`src/rtl/data_island_packet_serializer_if.sv`:
```
// Picker <-> serializer bus: start/count and packet contents in,
// enable, pixel position, island flag and serialized bits out.
interface data_island_packet_serializer_if;
    logic             island_start;
    logic [4:0]       packet_count;
    logic [23:0]      header;
    logic [3:0][55:0] sub;
    logic             packet_enable;
    logic [4:0]       packet_pixel_counter;
    logic             data_island_period;
    logic [8:0]       packet_data;

    // Source side (picker / island scheduler)
    modport master (
        output island_start, packet_count, header, sub,
        input  packet_enable, packet_pixel_counter, data_island_period, packet_data
    );

    // Serializer side
    modport slave (
        input  island_start, packet_count, header, sub,
        output packet_enable, packet_pixel_counter, data_island_period, packet_data
    );
endinterface

```
`src/rtl/data_island_packet_serializer.sv`:
```
// HDMI data-island packet serializer: sequences an island of up to
// MAX_PACKETS packets, 32 pixels each, streaming header and subpacket
// bits with BCH parity (G(x) = 1 + x^6 + x^7 + x^8) computed bit-serially.
module data_island_packet_serializer #(
    parameter int MAX_PACKETS = 18
) (
    input  logic                           clk_pixel,
    input  logic                           reset_n,
    data_island_packet_serializer_if.slave bus
);
    typedef enum logic {IDLE, ACTIVE} state_t;

    state_t           state, state_nxt;
    logic [4:0]       counter, remaining, count_clamped;
    logic             start_ok, last_pix, active, pe;
    logic [23:0]      hdr_q, hdr_cur;
    logic [3:0][55:0] sub_q, sub_cur;
    logic [7:0]       ecc_h, seed_h;
    logic [3:0][7:0]  ecc_s, seed_s;
    logic [31:0]      hdr_stream;
    logic [3:0][63:0] sub_stream;
    logic             hdr_bit;
    logic [3:0]       even_bit, odd_bit;

    // One LFSR step of the BCH parity for data bit d.
    function automatic logic [7:0] bch_step(input logic [7:0] e, input logic d);
        return {1'b0, e[7:1]} ^ ({8{d ^ e[0]}} & 8'h83);
    endfunction

    assign active        = (state == ACTIVE);
    assign start_ok      = bus.island_start && (bus.packet_count != 5'd0);
    assign last_pix      = (counter == 5'd31);
    assign count_clamped = (bus.packet_count > 5'(MAX_PACKETS)) ? 5'(MAX_PACKETS)
                                                                : bus.packet_count;

    // State register
    always_ff @(posedge clk_pixel or negedge reset_n) begin
        if (!reset_n) state <= IDLE;
        else          state <= state_nxt;
    end

    // Next state and picker advance request
    always_comb begin
        state_nxt = state;
        pe        = 1'b0;
        case (state)
            IDLE: begin
                if (start_ok) begin
                    state_nxt = ACTIVE;
                    pe        = 1'b1;
                end
            end
            ACTIVE: begin
                if (last_pix) begin
                    if (remaining > 5'd1) pe = 1'b1;
                    else                  state_nxt = IDLE;
                end
            end
            default: state_nxt = IDLE;
        endcase
    end

    // Pixel counter free-runs while active (31 wraps to 0 between packets);
    // remaining packets loaded on start and consumed at each pixel 31.
    always_ff @(posedge clk_pixel or negedge reset_n) begin
        if (!reset_n) begin
            counter   <= 5'd0;
            remaining <= 5'd0;
        end else if (!active) begin
            counter <= 5'd0;
            if (start_ok) remaining <= count_clamped;
        end else begin
            counter <= counter + 5'd1;
            if (last_pix) remaining <= remaining - 5'd1;
        end
    end

    // Bit selection: pixel 0 reads the live picker outputs, later pixels
    // the captured copy; parity sits above the data so one index covers both.
    always_comb begin
        hdr_cur    = (counter == 5'd0) ? bus.header : hdr_q;
        sub_cur    = (counter == 5'd0) ? bus.sub    : sub_q;
        seed_h     = (counter == 5'd0) ? 8'h00      : ecc_h;
        hdr_stream = {ecc_h, hdr_cur};
        hdr_bit    = hdr_stream[counter];
        for (int i = 0; i < 4; i++) begin
            seed_s[i]     = (counter == 5'd0) ? 8'h00 : ecc_s[i];
            sub_stream[i] = {ecc_s[i], sub_cur[i]};
            even_bit[i]   = sub_stream[i][{counter, 1'b0}];
            odd_bit[i]    = sub_stream[i][{counter, 1'b1}];
        end
    end

    // Packet capture and parity accumulation; parity freezes once data ends.
    always_ff @(posedge clk_pixel or negedge reset_n) begin
        if (!reset_n) begin
            hdr_q <= '0;
            sub_q <= '0;
            ecc_h <= '0;
            ecc_s <= '0;
        end else if (active) begin
            if (counter == 5'd0) begin
                hdr_q <= bus.header;
                sub_q <= bus.sub;
            end
            if (counter < 5'd24) ecc_h <= bch_step(seed_h, hdr_bit);
            if (counter < 5'd28) begin
                for (int i = 0; i < 4; i++)
                    ecc_s[i] <= bch_step(bch_step(seed_s[i], even_bit[i]), odd_bit[i]);
            end
        end
    end

    assign bus.packet_enable        = pe;
    assign bus.packet_pixel_counter = counter;
    assign bus.data_island_period   = active;
    assign bus.packet_data          = active ? {odd_bit, even_bit, hdr_bit} : 9'd0;
endmodule

```
`src/flat_wrapper.sv`:
```
// flat-port wrapper written by rule: the top's interface ports become plain ports
module data_island_packet_serializer_flat 
#(
    parameter int MAX_PACKETS = 18
)
  (clk_pixel, reset_n, bus_island_start, bus_packet_count, bus_header, bus_sub, bus_packet_enable, bus_packet_pixel_counter, bus_data_island_period, bus_packet_data);
  data_island_packet_serializer_if bus_i ();
  input  logic clk_pixel;
  input  logic reset_n;
  input wire logic [$bits(bus_i.island_start)-1:0] bus_island_start;
  input wire logic [$bits(bus_i.packet_count)-1:0] bus_packet_count;
  input wire logic [$bits(bus_i.header)-1:0] bus_header;
  input wire logic [$bits(bus_i.sub)-1:0] bus_sub;
  output wire logic [$bits(bus_i.packet_enable)-1:0] bus_packet_enable;
  output wire logic [$bits(bus_i.packet_pixel_counter)-1:0] bus_packet_pixel_counter;
  output wire logic [$bits(bus_i.data_island_period)-1:0] bus_data_island_period;
  output wire logic [$bits(bus_i.packet_data)-1:0] bus_packet_data;
  assign bus_i.island_start = bus_island_start;
  assign bus_i.packet_count = bus_packet_count;
  assign bus_i.header = bus_header;
  assign bus_i.sub = bus_sub;
  assign bus_packet_enable = bus_i.packet_enable;
  assign bus_packet_pixel_counter = bus_i.packet_pixel_counter;
  assign bus_data_island_period = bus_i.data_island_period;
  assign bus_packet_data = bus_i.packet_data;
  data_island_packet_serializer #(.MAX_PACKETS(MAX_PACKETS)) u_core (.clk_pixel(clk_pixel), .reset_n(reset_n), .bus(bus_i));
endmodule
```
`config.mk`:
```
export PLATFORM = sky130hd
export DESIGN_NAME = data_island_packet_serializer_flat
export DESIGN_NICKNAME = d
export VERILOG_FILES = /design/src/rtl/data_island_packet_serializer_if.sv /design/src/rtl/data_island_packet_serializer.sv /design/src/flat_wrapper.sv
export SDC_FILE = /design/constraint.sdc
export NUM_CORES = 1
export LEC_CHECK = 0
export BUFFER_PORTS_ARGS = -buffer_cell sky130_fd_sc_hd__buf_2
export CORE_AREA = 2 2 179 181
export DETAILED_ROUTE_END_ITERATION = 10
export DIE_AREA = 0 0 181 183
export PLACE_DENSITY_LB_ADDON = 0.15
export SYNTH_ARGS = -nofsm -noshare
export SYNTH_HDL_FRONTEND = slang
export SYNTH_SLANG_ARGS = --single-unit
```
`constraint.sdc`:
```
create_clock -name clk_pixel -period 4 [get_ports clk_pixel]
set_input_delay 0.4 -clock clk_pixel [delete_from_list [all_inputs] [get_ports clk_pixel]]
set_output_delay 0.4 -clock clk_pixel [all_outputs]
set_load 0.01 [all_outputs]
```
==> flow_summary.yaml <==
floorplanning:
  core-area_um2: 31200
  io_pins: 272
  initial_utilization_pct: 51.0
  die_area_um2: 33100
  num_rows: 65
  fp.dieH_um: 183
  die_w_um: 181
layout:
  final_cell_area_um2: 19300
  area_growth_syn_to_layout_pct: 21.3
  multiInputGateArea_um2: 8060
  nFillCells: 2555
  final_nets: 1909
  regArea_um2: 7490
  drive_above_1_share_pct: 43.9
global_route:
  track_usage_pct: 29.0
  grt_pass1_wl_mm: 73.9
  overflow: 0
  grt_pass1_vias: 12700
  grt_max_degree: 96
  antenna_found_initial: 6
yosys:
  syn-cell-area_um2: 15900
  postSynthAreaPerCell_um2: 11.6
  synth_edf_count: 0
  synth_cells: 1376
  yosysWarningCount: 0
  async_flop_share_pct: 100
  syn-num-nets: 1637
  synth_top_area_share_pct: 46.9
  yosysTopAreaCell: "dfrtp_1"
  synth-seq-area-share_pct: 46.9
  yosys-top-cells-area: "dfrtp_1 (47%), mux2_2 (18%), mux4_2 (7.9%), nand2_1 (5.4%), mux2i_1 (2.4%)"
  ys_types: 76
  synth.ff_latch_count: 299
  ys.flop_type: "dfrtp_1"
cts:
  clockBufferDepth: 3
  worstSkewPairLatency_ps: 520
  numCtsBuffers: 35
  cts_num_sinks: 299
  clk_pin_slew_worst_paths_ps: 60
  cts_root_buffer: "clkbuf_16"
  cts_tree: "done"
  htree_levels: 2
worst_setup_path:
  cp.arrival_ps: 3450
  crit_type: "reg2out"
  reg2reg_depth: 14
  reg2reg_from: "u_core.bus.packet_pixel_counter[0]$_DFF_PN0_"
  slowest_delay_ps: 510
  cp.required_ps: 3600
  r2r_slack_ps: 550
  crit_chain: "inv_2 > ha_4 > nor4b_4 > buf_6 > buf_16 > mux4_2 > a22o_1 > or4_4 > o311ai_4 > nor2_1 > buf_2"
  r2r_end: "u_core.ecc_s[25]$_DFFE_PN0P_"
  end_kind: "output port"
  crit_slowest_cell: "mux4_2"
  setup.worst_path.start_class: "flop"
  cp_max_fo: 20
placement:
  place_area_um2: 17900
  dp_worst_setup_slack_ps: 283
  routabilityCongestion: 0.853
  dp_hpwl_mm: 33.3
  io_buffers: 271
sta:
  clock_skew_ps: 13.3
  setup-violations-final: 0
  worst_slew_margin_rel_pct: 38.1
  hold_viol_final: 0
  tightest_slew_ps: 925
  rsz0062_at_grt: "no"
  min_period_ps: 3850
  finalCritPeriodShare_pct: 96.2
  fin_ws_ps: 151
  fmax_mhz: 260
  slew_viol_final: 0
  setup_tns_ps: 0
routing:
  drt_iter0_drc: 918
  firstDrtPassIters: 5
  vias_per_cell: 5.99
  route.vias.total: 12400
  post-route-drc-count: 0
  wl_mm: 48.1
  antenna_left: 0
  post_drt_wl_per_cell_um: 23.2
worst_hold_path:
  hp-class: "in2reg"
  hp-start: "bus_sub[55]"
  holdPathEnd: "u_core.sub_q[55]$_DFFE_PN0P_"
  hold_depth: 2
pwr:
  power_density_nw_per_um2: 417
  p_leak_uw: 0.00852
  peakVddDrop_mv: 0.261
outcome:
  status: "finished clean"
flow_run:
  drv_cap: 0
[final cells by class]
cell class	instances	share of cell area (%)
clock inverter	5	0.466
multi-input combinational	967	41.7
timing repair buffer	336	10.8
inverter	9	0.175
clock buffer	54	5.47
sequential	299	38.7
antenna	4	0.0518
tap	402	2.60
[placed cells by master, fill, tap and decap left out, types with 5 or more instances in the layout]
cell type,Yosys,routed
a21oi_1,30,30
buf_12,1,12
a211oi_1,8,8
nor3_1,13,12
nand4_1,8,8
clkbuf_16,0,38
dfrtp_1,299,296
o21ai_1,11,11
and3_1,8,8
nand2_1,229,228
mux2i_1,39,38
a32oi_1,7,5
mux2_2,254,254
nor2b_1,7,6
mux4_2,56,56
and2_1,9,9
buf_4,5,46
buf_2,17,270
o21ai_0,47,46
o22ai_1,6,5
xnor2_1,19,19
nand3_1,45,44
a311oi_1,6,6
nor2_1,42,41
a31oi_1,19,19
xor2_1,9,9
o211ai_1,5,5
inv_1,9,8
a22o_1,7,7
clkbuf_1,57,9
clkbuf_8,0,9
[power by group]
part	internal (µW)	total (µW)	switching, µW
registers	3370	3640	273
clock network	1950	3210	1270
logic	664	1200	536
[critical path, delay by kind of cell, from the launching register on]
kind	cells	cell delay [ps]
AO/OA/AOI/OAI	2	380
flip-flops	1	490
buffers and inverters	4	620
multiplexers	1	510
AND/OR/NAND/NOR	3	730
adder cells (fa/ha/maj)	1	160
[Yosys cell counts (8+ instances only)]
cell type,number
and3_1,8
a21oi_1,30
o21ai_1,11
mux4_2,56
a31oi_1,19
dfrtp_1,299
clkbuf_1,57
o21ai_0,47
nor2_1,42
inv_1,9
nand3_1,45
xor2_1,9
a211oi_1,8
buf_2,17
nor3_1,13
nand2_1,229
and2_1,9
buf_6,8
mux2i_1,39
xnor2_1,19
mux2_2,254
buf_1,12
nand4_1,8
[metrics by stage]
step	hold slack (ps)	utilization, %	power, µW	cells
2_1_floorplan	104	-	4420	1376
3_3_place_gp	473	57.2	4830	1997
3_5_place_dp	483	57.2	4870	1997
4_1_cts	96.4	61.1	8090	2062
5_1_grt	104	61.9	8410	2075
6_report	110	61.9	8060	2076
[logic make-up (layout without fill, tap and decap cells)]
group                      count (synthesis)  after routing  share of synthesized area, %
xor gates and xnor gates                  29             29                          1.64
and+or+nand+nor                          390            391                          10.9
muxes                                    353            353                          28.6
AOI/OAI and AO/OA                        189            189                          8.06
other                                      0              4                             0
DFF                                      299            299                          46.9
buffers and inverters                    111            404                          3.49
adders and majority gates                  5              5                         0.392
[repair_timing]
item | CTS | global route
hold buffers | 1 | 0
endpoints found under the hold margin | 91 | 0
resized for setup | 5 | 22
pin swaps | 0 | 4
gates cloned | 1 | 2
buffers inserted | 4 | 8
endpoints found under the setup margin | 8 | 8
[worst max-delay path by stage]
stage                                                            start                           end  cells after the start  slack (ps)
after global placement    u_core.bus.packet_pixel_counter[0]$_DFF_PN0_            bus_packet_data[4]                     12         330
after global routing      u_core.bus.packet_pixel_counter[0]$_DFF_PN0_            bus_packet_data[6]                     11          30
final                     u_core.bus.packet_pixel_counter[0]$_DFF_PN0_            bus_packet_data[7]                     11         150
after CTS                 u_core.bus.packet_pixel_counter[0]$_DFF_PN0_            bus_packet_data[6]                     11         0.4
after detailed placement  u_core.bus.packet_pixel_counter[0]$_DFF_PN0_            bus_packet_data[4]                     12         280
after floorplan           u_core.bus.packet_pixel_counter[1]$_DFF_PN0_  u_core.ecc_s[25]$_DFFE_PN0P_                     16          70
[metal layers]
metal / vias to the layer above / part of all wire (%) / wire length, µm / global-route usage [%]
met3: 93 / 7.4 / 3580 / 5.46
met2: 497 / 46 / 21900 / 44.8
met4: 2 / 3.3 / 1590 / 9.85
met5: - / 0.027 / 13 / 0
met1: 6254 / 44 / 21000 / 41.5
li1: 5581 / - / - / -
[flip-flops by register name, indices dropped and copies added, names as in the netlist]
signal	flops
u_core.bus.data_island_period	1
u_core.sub_q	224
u_core.ecc_h	8
u_core.ecc_s	32
u_core.bus.packet_pixel_counter	5
u_core.hdr_q	24
u_core.remaining	5
Note: power is estimated with default switching activity, not from simulation.
